**config.mk**
```make
export PLATFORM = sky130hd
export DESIGN_NAME = median_scan_ctrl
export DESIGN_NICKNAME = d
export VERILOG_FILES = /design/src/rtl/median_scan_ctrl.sv
export SDC_FILE = /design/constraint.sdc
export NUM_CORES = 1
export LEC_CHECK = 0
export ABC_AREA = 1
export CORE_MARGIN = 2
export CORE_UTILIZATION = 55
export DETAILED_ROUTE_END_ITERATION = 10
export GPL_TIMING_DRIVEN = 0
export PLACE_DENSITY_LB_ADDON = 0.05
export SLEW_MARGIN = 15
export SYNTH_ARGS = -nofsm -noshare
export SYNTH_HDL_FRONTEND = slang
export SYNTH_SLANG_ARGS = --single-unit
```
**constraint.sdc**
```tcl
create_clock -name CLK -period 7.9 [get_ports CLK]
set_clock_uncertainty 0.2 [all_clocks]
set_input_delay 1.58 -clock CLK [delete_from_list [all_inputs] [get_ports CLK]]
set_output_delay 1.58 -clock CLK [all_outputs]
set_load 0.1 [all_outputs]
```
**src/rtl/median_scan_ctrl.sv**
```systemverilog
// Frame sequencer for the median-filter datapath: raster-scans a rows x cols
// image, hands each centre pixel to the window generator and sorter, and writes medians out.
module median_scan_ctrl #(
  parameter int DIM_W  = 10,
  parameter int ADDR_W = 18,
  parameter int PIX_W  = 8
) (
  input  logic              CLK,
  input  logic              RST,
  input  logic              start,
  input  logic [DIM_W-1:0]  cols,
  input  logic [DIM_W-1:0]  rows,
  output logic              center_pix_sig,
  output logic [DIM_W-1:0]  row_addr_sig,
  output logic [DIM_W-1:0]  column_addr_sig,
  input  logic              win_data_done_sig,
  output logic              med_start,
  input  logic              med_done,
  input  logic [PIX_W-1:0]  med_data,
  output logic              wr_en,
  output logic [ADDR_W-1:0] wr_addr,
  output logic [PIX_W-1:0]  wr_data,
  output logic              busy,
  output logic              frame_done
);

  localparam logic [DIM_W-1:0]  DIM_ONE  = DIM_W'(1);
  localparam logic [DIM_W-1:0]  DIM_ZERO = DIM_W'(0);
  localparam logic [ADDR_W-1:0] ADDR_ONE = ADDR_W'(1);

  typedef enum logic [2:0] {
    S_IDLE     = 3'd0,
    S_ISSUE    = 3'd1,
    S_WAIT_WIN = 3'd2,
    S_MSTART   = 3'd3,
    S_WAIT_MED = 3'd4,
    S_WRITE    = 3'd5,
    S_DONE     = 3'd6
  } state_e;

  state_e              state_q, state_d;
  logic [DIM_W-1:0]    cols_q, cols_d;
  logic [DIM_W-1:0]    rows_q, rows_d;
  logic [DIM_W-1:0]    row_q, row_d;
  logic [DIM_W-1:0]    col_q, col_d;
  logic [ADDR_W-1:0]   addr_q, addr_d;
  logic [PIX_W-1:0]    data_q, data_d;
  logic                busy_q, busy_d;
  logic                center_q, center_d;
  logic                med_start_q, med_start_d;
  logic                wr_en_q, wr_en_d;
  logic                frame_done_q, frame_done_d;

  // Next-state logic; strobes are derived from the state being entered so
  // that every pulse output comes straight from a flop.
  always_comb begin
    state_d      = state_q;
    cols_d       = cols_q;
    rows_d       = rows_q;
    row_d        = row_q;
    col_d        = col_q;
    addr_d       = addr_q;
    data_d       = data_q;
    busy_d       = busy_q;

    case (state_q)
      S_IDLE: begin
        if (start) begin
          cols_d = cols;
          rows_d = rows;
          row_d  = DIM_ONE;
          col_d  = DIM_ONE;
          addr_d = '0;
          busy_d = 1'b1;
          if ((cols == DIM_ZERO) || (rows == DIM_ZERO)) begin
            state_d = S_DONE;
          end else begin
            state_d = S_ISSUE;
          end
        end else begin
          state_d = S_IDLE;
        end
      end
      S_ISSUE: begin
        state_d = S_WAIT_WIN;
      end
      S_WAIT_WIN: begin
        if (win_data_done_sig) begin
          state_d = S_MSTART;
        end else begin
          state_d = S_WAIT_WIN;
        end
      end
      S_MSTART: begin
        state_d = S_WAIT_MED;
      end
      S_WAIT_MED: begin
        if (med_done) begin
          data_d  = med_data;
          state_d = S_WRITE;
        end else begin
          state_d = S_WAIT_MED;
        end
      end
      S_WRITE: begin
        // Linear address tracks the raster position by increment only.
        addr_d = addr_q + ADDR_ONE;
        if (col_q < cols_q) begin
          col_d   = col_q + DIM_ONE;
          state_d = S_ISSUE;
        end else if (row_q < rows_q) begin
          col_d   = DIM_ONE;
          row_d   = row_q + DIM_ONE;
          state_d = S_ISSUE;
        end else begin
          state_d = S_DONE;
        end
      end
      S_DONE: begin
        busy_d  = 1'b0;
        state_d = S_IDLE;
      end
      default: begin
        busy_d  = 1'b0;
        state_d = S_IDLE;
      end
    endcase

    center_d     = (state_d == S_ISSUE);
    med_start_d  = (state_d == S_MSTART);
    wr_en_d      = (state_d == S_WRITE);
    frame_done_d = (state_d == S_DONE);
  end

  // State and datapath registers.
  always_ff @(posedge CLK or posedge RST) begin
    if (RST) begin
      state_q      <= S_IDLE;
      cols_q       <= '0;
      rows_q       <= '0;
      row_q        <= DIM_ONE;
      col_q        <= DIM_ONE;
      addr_q       <= '0;
      data_q       <= '0;
      busy_q       <= 1'b0;
      center_q     <= 1'b0;
      med_start_q  <= 1'b0;
      wr_en_q      <= 1'b0;
      frame_done_q <= 1'b0;
    end else begin
      state_q      <= state_d;
      cols_q       <= cols_d;
      rows_q       <= rows_d;
      row_q        <= row_d;
      col_q        <= col_d;
      addr_q       <= addr_d;
      data_q       <= data_d;
      busy_q       <= busy_d;
      center_q     <= center_d;
      med_start_q  <= med_start_d;
      wr_en_q      <= wr_en_d;
      frame_done_q <= frame_done_d;
    end
  end

  assign center_pix_sig  = center_q;
  assign row_addr_sig    = row_q;
  assign column_addr_sig = col_q;
  assign med_start       = med_start_q;
  assign wr_en           = wr_en_q;
  assign wr_addr         = addr_q;
  assign wr_data         = data_q;
  assign busy            = busy_q;
  assign frame_done      = frame_done_q;

endmodule

```
==> results, run 1 <==
- The run finished with clean final reports.
- The buffer count from post-CTS setup fixing is 0.
- OpenSTA, run right after detailed placement, puts the worst setup slack at about 4400 ps.
- The highest layer touched by signal routing is met4.
- In the layout the commonest cells are sky130_fd_sc_hd__nand2_1 (165), sky130_fd_sc_hd__clkdlybuf4s50_1 (83), sky130_fd_sc_hd__dfrtp_1 (72).
- At the pin with the least slew margin, the transition time is between 900 and 1000 ps.
- The detail route stage leaves a number of antenna-violating nets equal to 0.
- The chip width is roughly 90 um.
- Yosys mapped a number of flops with a built-in enable equal to 0.
- The clock reaches the later pin of the worst-skew pair after roughly 350 ps.
- In the final layout, flip-flops and latches occupy approximately 0.0019 mm^2.
- Global routing used between 20 and 25% of the available tracks across all layers.
- The most common library cell in the layout ignoring fill and taps is sky130_fd_sc_hd__nand2_1.
- The final hold violation count is 0.
- The share of the synthesized netlist area taken by xor and xnor gates is under 10%.
- The number of vias per cell after detailed routing is just over 5.
- STA puts the critical path data required time at 6120 ps.
- The synthesized netlist devotes under 10% of its cell area to compound gates.
- Detailed routing placed a total of ~470 um of wire on met3.
- The number of pins with negative max-slew slack in the final report is 0.
- The global placement routability congestion is approximately 0.8.
- STA puts the critical path data arrival time at roughly 2100 ps.
- Multiplexer cells account for 0.497% of the synthesized area.
- The die is roughly 90 um tall.
- The multi-input combinational cells in the finished layout cover a total of around 0.0019 mm^2.
- The power per standard cell area is between 300 and 400 mW/mm^2.
- The worst pin sits at a relative slew slack of roughly a third.
- The maximum buffer depth of the clock tree is 2.
- The final clock period utilization by the worst path is between 40% and 50%.
- After synthesis, the cell types taking the most area are sky130_fd_sc_hd__dfrtp_1 (45%), sky130_fd_sc_hd__nand2_1 (15%), sky130_fd_sc_hd__ha_1 (6.5%), sky130_fd_sc_hd__inv_1 (6.1%), sky130_fd_sc_hd__nor2_1 (4.1%).
- The worst setup path is of the reg2out kind.
- Clock-pin slew was measured on the worst setup and hold paths at 80 ps.
- Hold repair after CTS inserted 0 buffers.
- The number of library cell types mapped by synthesis is 42.
- Once the floorplan was initialized, standard cells occupied a little under three fifths of the core.
- The delay of the slowest cell on the worst path is ~1200 ps.
- The sum of negative setup slack is 0 ps.
- Counting both buffers and inverters, the worst setup path holds a total of 1.
- The synthesized netlist devotes about 6.5% of its cell area to adder and majority cells.
- Max-cap violations in this run came to 0.
- The number of port buffers is 83.
- The via count of the routed design is around 3,600.
- In the final routed layout, each cell accounts on average for around 13 um.
- After layout, the worst setup slack is approximately 4000 ps.
- The area share of the largest cell type after synthesis is between 40 and 50%.
- The post-synthesis cell area is 0.00403 mm^2.
- Entering global routing, the biggest net connects 55 pins.
- The number of clock buffers inserted by TritonCTS is 9.
- The area inside the core boundary is between 0.007 and 0.008 mm^2.
- The repair_antennas step left the layout with diodes totalling 0.
- The largest total area in the synthesized netlist belongs to sky130_fd_sc_hd__dfrtp_1.
- The number of levels in the clock H-tree is 3.
- The clock drives 74 sinks.
- The average footprint of a synthesized cell is approximately 7.8 um^2.
- Once layout is complete, the utilization of the core stands at between 70 and 80%.
- The pre-antenna-repair detailed-routing pass consisted of 4 iterations.
- The floorplan has 31 rows.
- The number of cells in the finished layout apart from fillers is approximately 710.
- After synthesis, the largest family of logic cells by area is simple AND/OR/NAND/NOR gates.
- The worst-case IR drop observed on VDD is roughly 0.22 mV.
- The post-layout minimum cycle time is 3890 ps.
- The number of register bits inferred by synthesis is 74.
- The worst hold path belongs to the class reg2reg.
- Fill cells in the final layout number about 550.
- The cell family contributing the most delay on the critical path is buffers and inverters.
- The most common flop cell mapped by yosys is sky130_fd_sc_hd__dfrtp_1.
- The first global-routing pass estimated 15.2 mm of wire.
- The relative area change from synthesis to final layout is 31.0%.
- The CTS tree is done.
- The wire length on met2 is roughly 4.3 mm.
- The number of gates resized after CTS was 0.
- Synthesis handed over a netlist of between 500 and 600 instances.
- The Yosys step of the flow raised 0 warnings.
- In the final routing, the length of wire on met1 measures about 4.5 mm.
- Once placement completed, the tool counted placed cells totaling about 700.
- For this run, the register share of the synthesized area comes to approximately 46%.
- The sum of net half-perimeters after detailed placement is between 6 and 7 mm.
- The total congestion overflow after global routing is 0.
- After the first detailed-routing iteration, the DRC count stood at roughly 190.
- Setup violations remaining at the end of the flow were counted as 0.
- The element type at the critical path start is a flop.
- STA classifies the critical path endpoint as an output port.
- The initial antenna violation count is 0.
- between 80 and 90 I/O pins were placed.
- Setup repair after global routing left no endpoint under its margin.
- The share of synthesized flip-flops with an asynchronous set or reset is 100%.
- Summed over all cells, the static leakage comes to 0.00254 uW.
- For this run, the post-layout net count is 664.
- The synthesized netlist net count is 569.
- Static timing analysis puts the maximum clock frequency at 257 MHz.
- The sum of routed wire length over all layers is approximately 9.4 mm.
- In the final layout, the share of cells above drive strength 1 is approximately 7.3%.
- The critical-path cell with the highest stage delay is sky130_fd_sc_hd__clkdlybuf4s50_1.
- The critical path goes through clkdlybuf4s50_1.
- In the routed design, unresolved DRC markers number 0.
- The area of the die is approximately 0.0080 mm^2.
- In this run the worst path has a maximum fanout of 7.
- Of the total synthesized cell area, the portion taken by AND, OR, NAND and NOR gates is between 20% and 30%.
- The number of global-route vias before repair came to between 3,000 and 4,000.
- The cell at the root of the clock tree is sky130_fd_sc_hd__clkbuf_8.
## synth_stat cells, types with 2 or more instances
master and number:
sky130_fd_sc_hd__a21o_1 2, sky130_fd_sc_hd__a21oi_1 8, sky130_fd_sc_hd__buf_2 6, sky130_fd_sc_hd__clkbuf_1 2, sky130_fd_sc_hd__dfrtp_1 72, sky130_fd_sc_hd__dfstp_2 2, sky130_fd_sc_hd__ha_1 21, sky130_fd_sc_hd__inv_1 66
sky130_fd_sc_hd__inv_2 4, sky130_fd_sc_hd__mux2i_1 2, sky130_fd_sc_hd__nand2_1 165, sky130_fd_sc_hd__nand3_1 23, sky130_fd_sc_hd__nand3b_1 6, sky130_fd_sc_hd__nand4_1 12, sky130_fd_sc_hd__nor2_1 44, sky130_fd_sc_hd__nor2_4 3
sky130_fd_sc_hd__nor3_1 4, sky130_fd_sc_hd__o21a_1 2, sky130_fd_sc_hd__o21ai_0 25, sky130_fd_sc_hd__o21ai_1 11, sky130_fd_sc_hd__o22ai_1 4, sky130_fd_sc_hd__or2_2 6, sky130_fd_sc_hd__xnor2_1 2, sky130_fd_sc_hd__xor2_1 5
## through the flow
step	total power [uW]	hold slack [ps]	instance area, um^2
2_1_floorplan	1080	242	4030
3_3_place_gp	1250	257	4990
3_5_place_dp	1270	266	5020
4_1_cts	1660	287	5280
5_1_grt	1760	299	5280
6_report	1650	284	5280
## power by group
part	switching (uW)	leakage (uW)	internal [uW]	total [uW]
registers	52.9	0.000974	475	528
clock network	147	0.000131	244	390
logic	541	0.00144	195	737
total	741	0.00254	914	1650
## layout make-up
| class | instances | area share (%) |
|---|---|---|
| inverters | 71 | 5.09 |
| clock buffers | 10 | 2.42 |
| well taps | 99 | 2.35 |
| plain buffers | 10 | 1.07 |
| multi-input cells | 360 | 35.1 |
| flip-flops and latches | 74 | 35.1 |
| repair buffers | 84 | 16.3 |
| clock inverters | 6 | 2.61 |
## worst paths after layout
check / cells after the start / from / slack [ps] / endpoint
max: 1 / row_addr_sig[0]$_DFFE_PP1P_ / 4010 / row_addr_sig[0]
min: 2 / cols_q[0]$_DFFE_PP0P_ / 280 / cols_q[0]$_DFFE_PP0P_
max reg2reg: 12 / column_addr_sig[5]$_DFFE_PP0P_ / 5660 / row_addr_sig[9]$_DFFE_PP0P_
min reg2reg: 2 / cols_q[0]$_DFFE_PP0P_ / 280 / cols_q[0]$_DFFE_PP0P_
max in group asynchronous: 3 / RST / 5570 / column_addr_sig[0]$_DFFE_PP1P_
min in group asynchronous: 2 / RST / 1330 / wr_addr[13]$_DFFE_PP0P_
## logic make-up (layout without fill, tap and decap cells)
kind of cell / after synthesis / after routing
adder cells (fa/ha/maj): 21 / 21
XOR/XNOR: 7 / 7
AND/OR/NAND/NOR: 270 / 270
AO/OA/AOI/OAI: 60 / 60
flip-flops: 74 / 74
buffers and inverters: 81 / 181
multiplexers: 2 / 2
## registers in the layout, summed over array words and instances, names as in the netlist
name,cells
center_pix_sig,1
busy,1
wr_addr,18
med_start,1
cols_q,10
wr_en,1
column_addr_sig,10
wr_data,8
state_q,3
rows_q,10
row_addr_sig,10
frame_done,1
## per-layer routing
layer,vias to the layer above,global-route usage (%)
li1,1831,-
met1,1719,34.8
met2,83,38.0
met3,5,6.12
met4,0,7.73
met5,-,0
No activity file was read; power rests on OpenSTA's default activity.
==> inputs of run 2 (changes only) <==
--- a/config.mk
+++ b/config.mk
@@ -7,7 +7,7 @@
 export LEC_CHECK = 0
 export ABC_AREA = 1
 export CORE_MARGIN = 2
-export CORE_UTILIZATION = 55
+export CORE_UTILIZATION = 52
 export DETAILED_ROUTE_END_ITERATION = 10
 export GPL_TIMING_DRIVEN = 0
 export PLACE_DENSITY_LB_ADDON = 0.05
==> constraint.sdc (replaced) <==
create_clock -name CLK -period 3.95 [get_ports CLK]
set_clock_uncertainty 0.2 [all_clocks]
set_input_delay 0.79 -clock CLK [delete_from_list [all_inputs] [get_ports CLK]]
set_output_delay 0.79 -clock CLK [all_outputs]
set_load 0.1 [all_outputs]
==> results, run 2 (synthesis results as in run 1) <==
- The endpoint identified for the worst register-to-register timing path is row_addr_sig[2]$_DFFE_PP0P_.
- The min-delay analysis places its worst path in the category reg2reg.
- The violation count after the first detailed-routing iteration is 177 (-4.3%).
- The critical-path cell with the highest stage delay is sky130_fd_sc_hd__clkdlybuf4s50_1.
- The sum of routed wire length over all layers is 9.33 mm (-0.91%).
- The CTS tree is done.
- The remaining design rule violation count is 0 (unchanged).
- The final design instance area without fill is 0.00522 mm^2 (-1.1%).
- The per-cell routed wire length is 13.0 um (-1.3%).
- The number of levels in the clock H-tree is 3 (unchanged).
- The remaining antenna violation count was 0 (unchanged).
- The number of maximum-capacitance constraint violations is 0 (unchanged).
- The highest routing layer actually used is met4.
- The number of cells upsized or downsized after cts was 0 (unchanged).
- The first-pass GRT wire length was 15.7 mm (+3.3%).
- The detailed-routing iteration count for the pre-antenna-repair pass was 4 (unchanged).
- The depth of the worst hold-timing path is 2 (unchanged).
- The data required time of the critical path is 2960 ps (-3160 ps).
- The most critical setup path has its startpoint at row_addr_sig[0]$_DFFE_PP1P_.
- The total congestion overflow after global routing is 0 (unchanged).
- The number of port buffers is 83 (unchanged).
- The critical path is of the reg2out type.
- The sum of net half-perimeters after detailed placement is 6.87 mm (+0.60%).
- The headroom to the max-slew limit was 33.7% (-0.51 points).
- The power per standard cell area is 598 mW/mm^2 (+91%).
- Setup repair after global routing left no endpoint under its margin.
- The initial standard-cell utilization of the core is 53.0% (-3.2 points).
- The worst hold slack after final layout is 281 ps (-3.38 ps).
- The startpoint of the lowest-slack register-to-register path is column_addr_sig[7]$_DFFE_PP0P_.
- The fill cell instance count of the final layout is 656 (+20%).
- The number of buffers added to fix hold violations after cts came to 0 (unchanged).
- The transition at the pin with the smallest max-transition slack is 991 ps (+7.57 ps).
- The buffer count from post-CTS setup fixing is 0 (unchanged).
- The post-placement worst setup slack is 1230 ps (-3150 ps).
- The relative area change from synthesis to final layout is 29.6%.
- The worst hold path begins at cols_q[0]$_DFFE_PP0P_.
- The delay of the slowest cell on the worst path is 1150 ps (about the same).
- The count of buffering cells on the critical path with inverters included is 1 (unchanged).
- The most common library cell in the layout ignoring fill and taps is sky130_fd_sc_hd__nand2_1.
- The final hold violation count is 0 (unchanged).
- The flow ran to the end, and the final reports show no timing, DRC or antenna violations.
- The overall power is 3120 uW (+89%).
- The number of inserted diodes is 0 (unchanged).
- The type of element capturing the critical path is an output port.
- The critical path goes through clkdlybuf4s50_1.
- The placement row count came to 32 (+3.2%).
- After layout, the worst path uses between 70% and 80% of the clock period.
- The tree is rooted in a sky130_fd_sc_hd__clkbuf_8.
- The routed length on met1 is 4.44 mm (-1.8%).
- The signal arrival time at the worst endpoint is 2110 ps (about the same).
- The worst setup slack after layout is 853 ps (-3160 ps).
- The element type at the critical path start is a flop.
- The clock network latency to the later pin of the worst-skew pair is 350 ps (about the same).
- The number of clock buffers inserted by TritonCTS was 9 (unchanged).
- The number of flip-flops under the largest register name is 18 (unchanged).
- The number of global-route vias before repair was 3,515 (+3.5%).
- The worst hold path terminates at cols_q[0]$_DFFE_PP0P_.
- The area of the die came to 0.00847 mm^2 (+5.5%).
- The top cell family by delay on the critical path is buffers and inverters.
- The top-level I/O count was 84 (unchanged).
- The wire length on met2 came to 4.30 mm (-1.0%).
- The clock sink count is 74 (unchanged).
- After layout, the minimum clock period comes to slightly above 3000 ps.
- The worst voltage drop across the vdd grid is 0.558 mV (+160%).
- The via count of the routed design is 3,620 (-0.49%).
- The clock-pin slew on the worst setup and hold paths is 80 ps (about the same).
- The total track usage was 23.2% (-1.6 points).
- The die outline height is 92.1 um (+2.7%).
- The share of post-route cells with drive strength above 1 is 7.48% (+0.16 points).
- The total length of routed met3 wires is 458 um (-2.6%).
- The maximum buffer depth of the clock tree was 2 (unchanged).
- The final net count is 664 (unchanged).
- The total of endpoints with negative setup slack in the final report is 0 (unchanged).
- The highest attainable clock frequency is between 300 and 400 MHz.
- The number of cells traversed by the worst register-to-register path is 10 (-2).
- The number of vias per cell after detailed routing came to 5.05 (-0.91%).
- The internal reg-to-reg setup slack came to 1720 ps (-3940 ps).
- The chip width is 92.1 um (+2.7%).
- The number of pins with negative max-slew slack in the final report came to 0 (unchanged).
- In the layout the commonest cells are sky130_fd_sc_hd__nand2_1 (165), sky130_fd_sc_hd__clkdlybuf4s50_1 (83), sky130_fd_sc_hd__dfrtp_1 (72).
- The instance area after placement was 0.00502 mm^2 (about the same).
- The final standard cell utilization of the core came to 68.7% (-4.9 points).
- The global placement routability congestion came to 0.826 (+0.65%).
- The initial antenna violation count is 0 (unchanged).
- The worst-path maximum fanout is 7 (unchanged).
- The pin count of the biggest net entering global routing was 61 (+11%).
- The area inside the core boundary is 0.00761 mm^2 (+6.0%).
- The leakage power total is 0.00252 uW (-1.0%).
run 2: report_power, final:
part	total, uW	switching [uW]	internal, uW
clock	617	293	323
combinational	1450	1060	391
sequential	1050	103	949
run 2: cell type report:
class / count / area [um^2] / area share, %
well taps: 102 / 128 / 2.44
plain buffers: 10 / 56.3 / 1.08
inverters: 71 / 269 / 5.15
flip-flops and latches: 74 / 1850 / 35.5
clock buffers: 11 / 151 / 2.90
repair buffers: 84 / 858 / 16.4
multi-input cells: 360 / 1850 / 35.5
clock inverters: 5 / 52.6 / 1.01
run 2: metal layers:
metal  up-vias  global-route usage [%]
li1       1826                       -
met1      1697                    31.6
met2        87                    37.3
met3        10                    4.19
met4         0                    8.33
met5         -                       0
run 2: through the flow:
stage	setup TNS, ps	cells
CTS	0	717
finish	0	717
detailed placement	0	701
global placement	-12760	700
floorplan	0	515
global route	0	717
run 2: how the worst max path moves through the flow:
| stage | endpoint | slack [ps] | depth (start not counted) |
|---|---|---|---|
| after floorplan | busy$_DFFE_PP0P_ | 1080 | 1 |
| after global placement | rows_q[3]$_DFFE_PP0P_ | -180 | 2 |
| after detailed placement | row_addr_sig[0] | 1230 | 1 |
| after CTS | row_addr_sig[0] | 850 | 1 |
| after global routing | row_addr_sig[0] | 810 | 1 |
| final | row_addr_sig[0] | 850 | 1 |
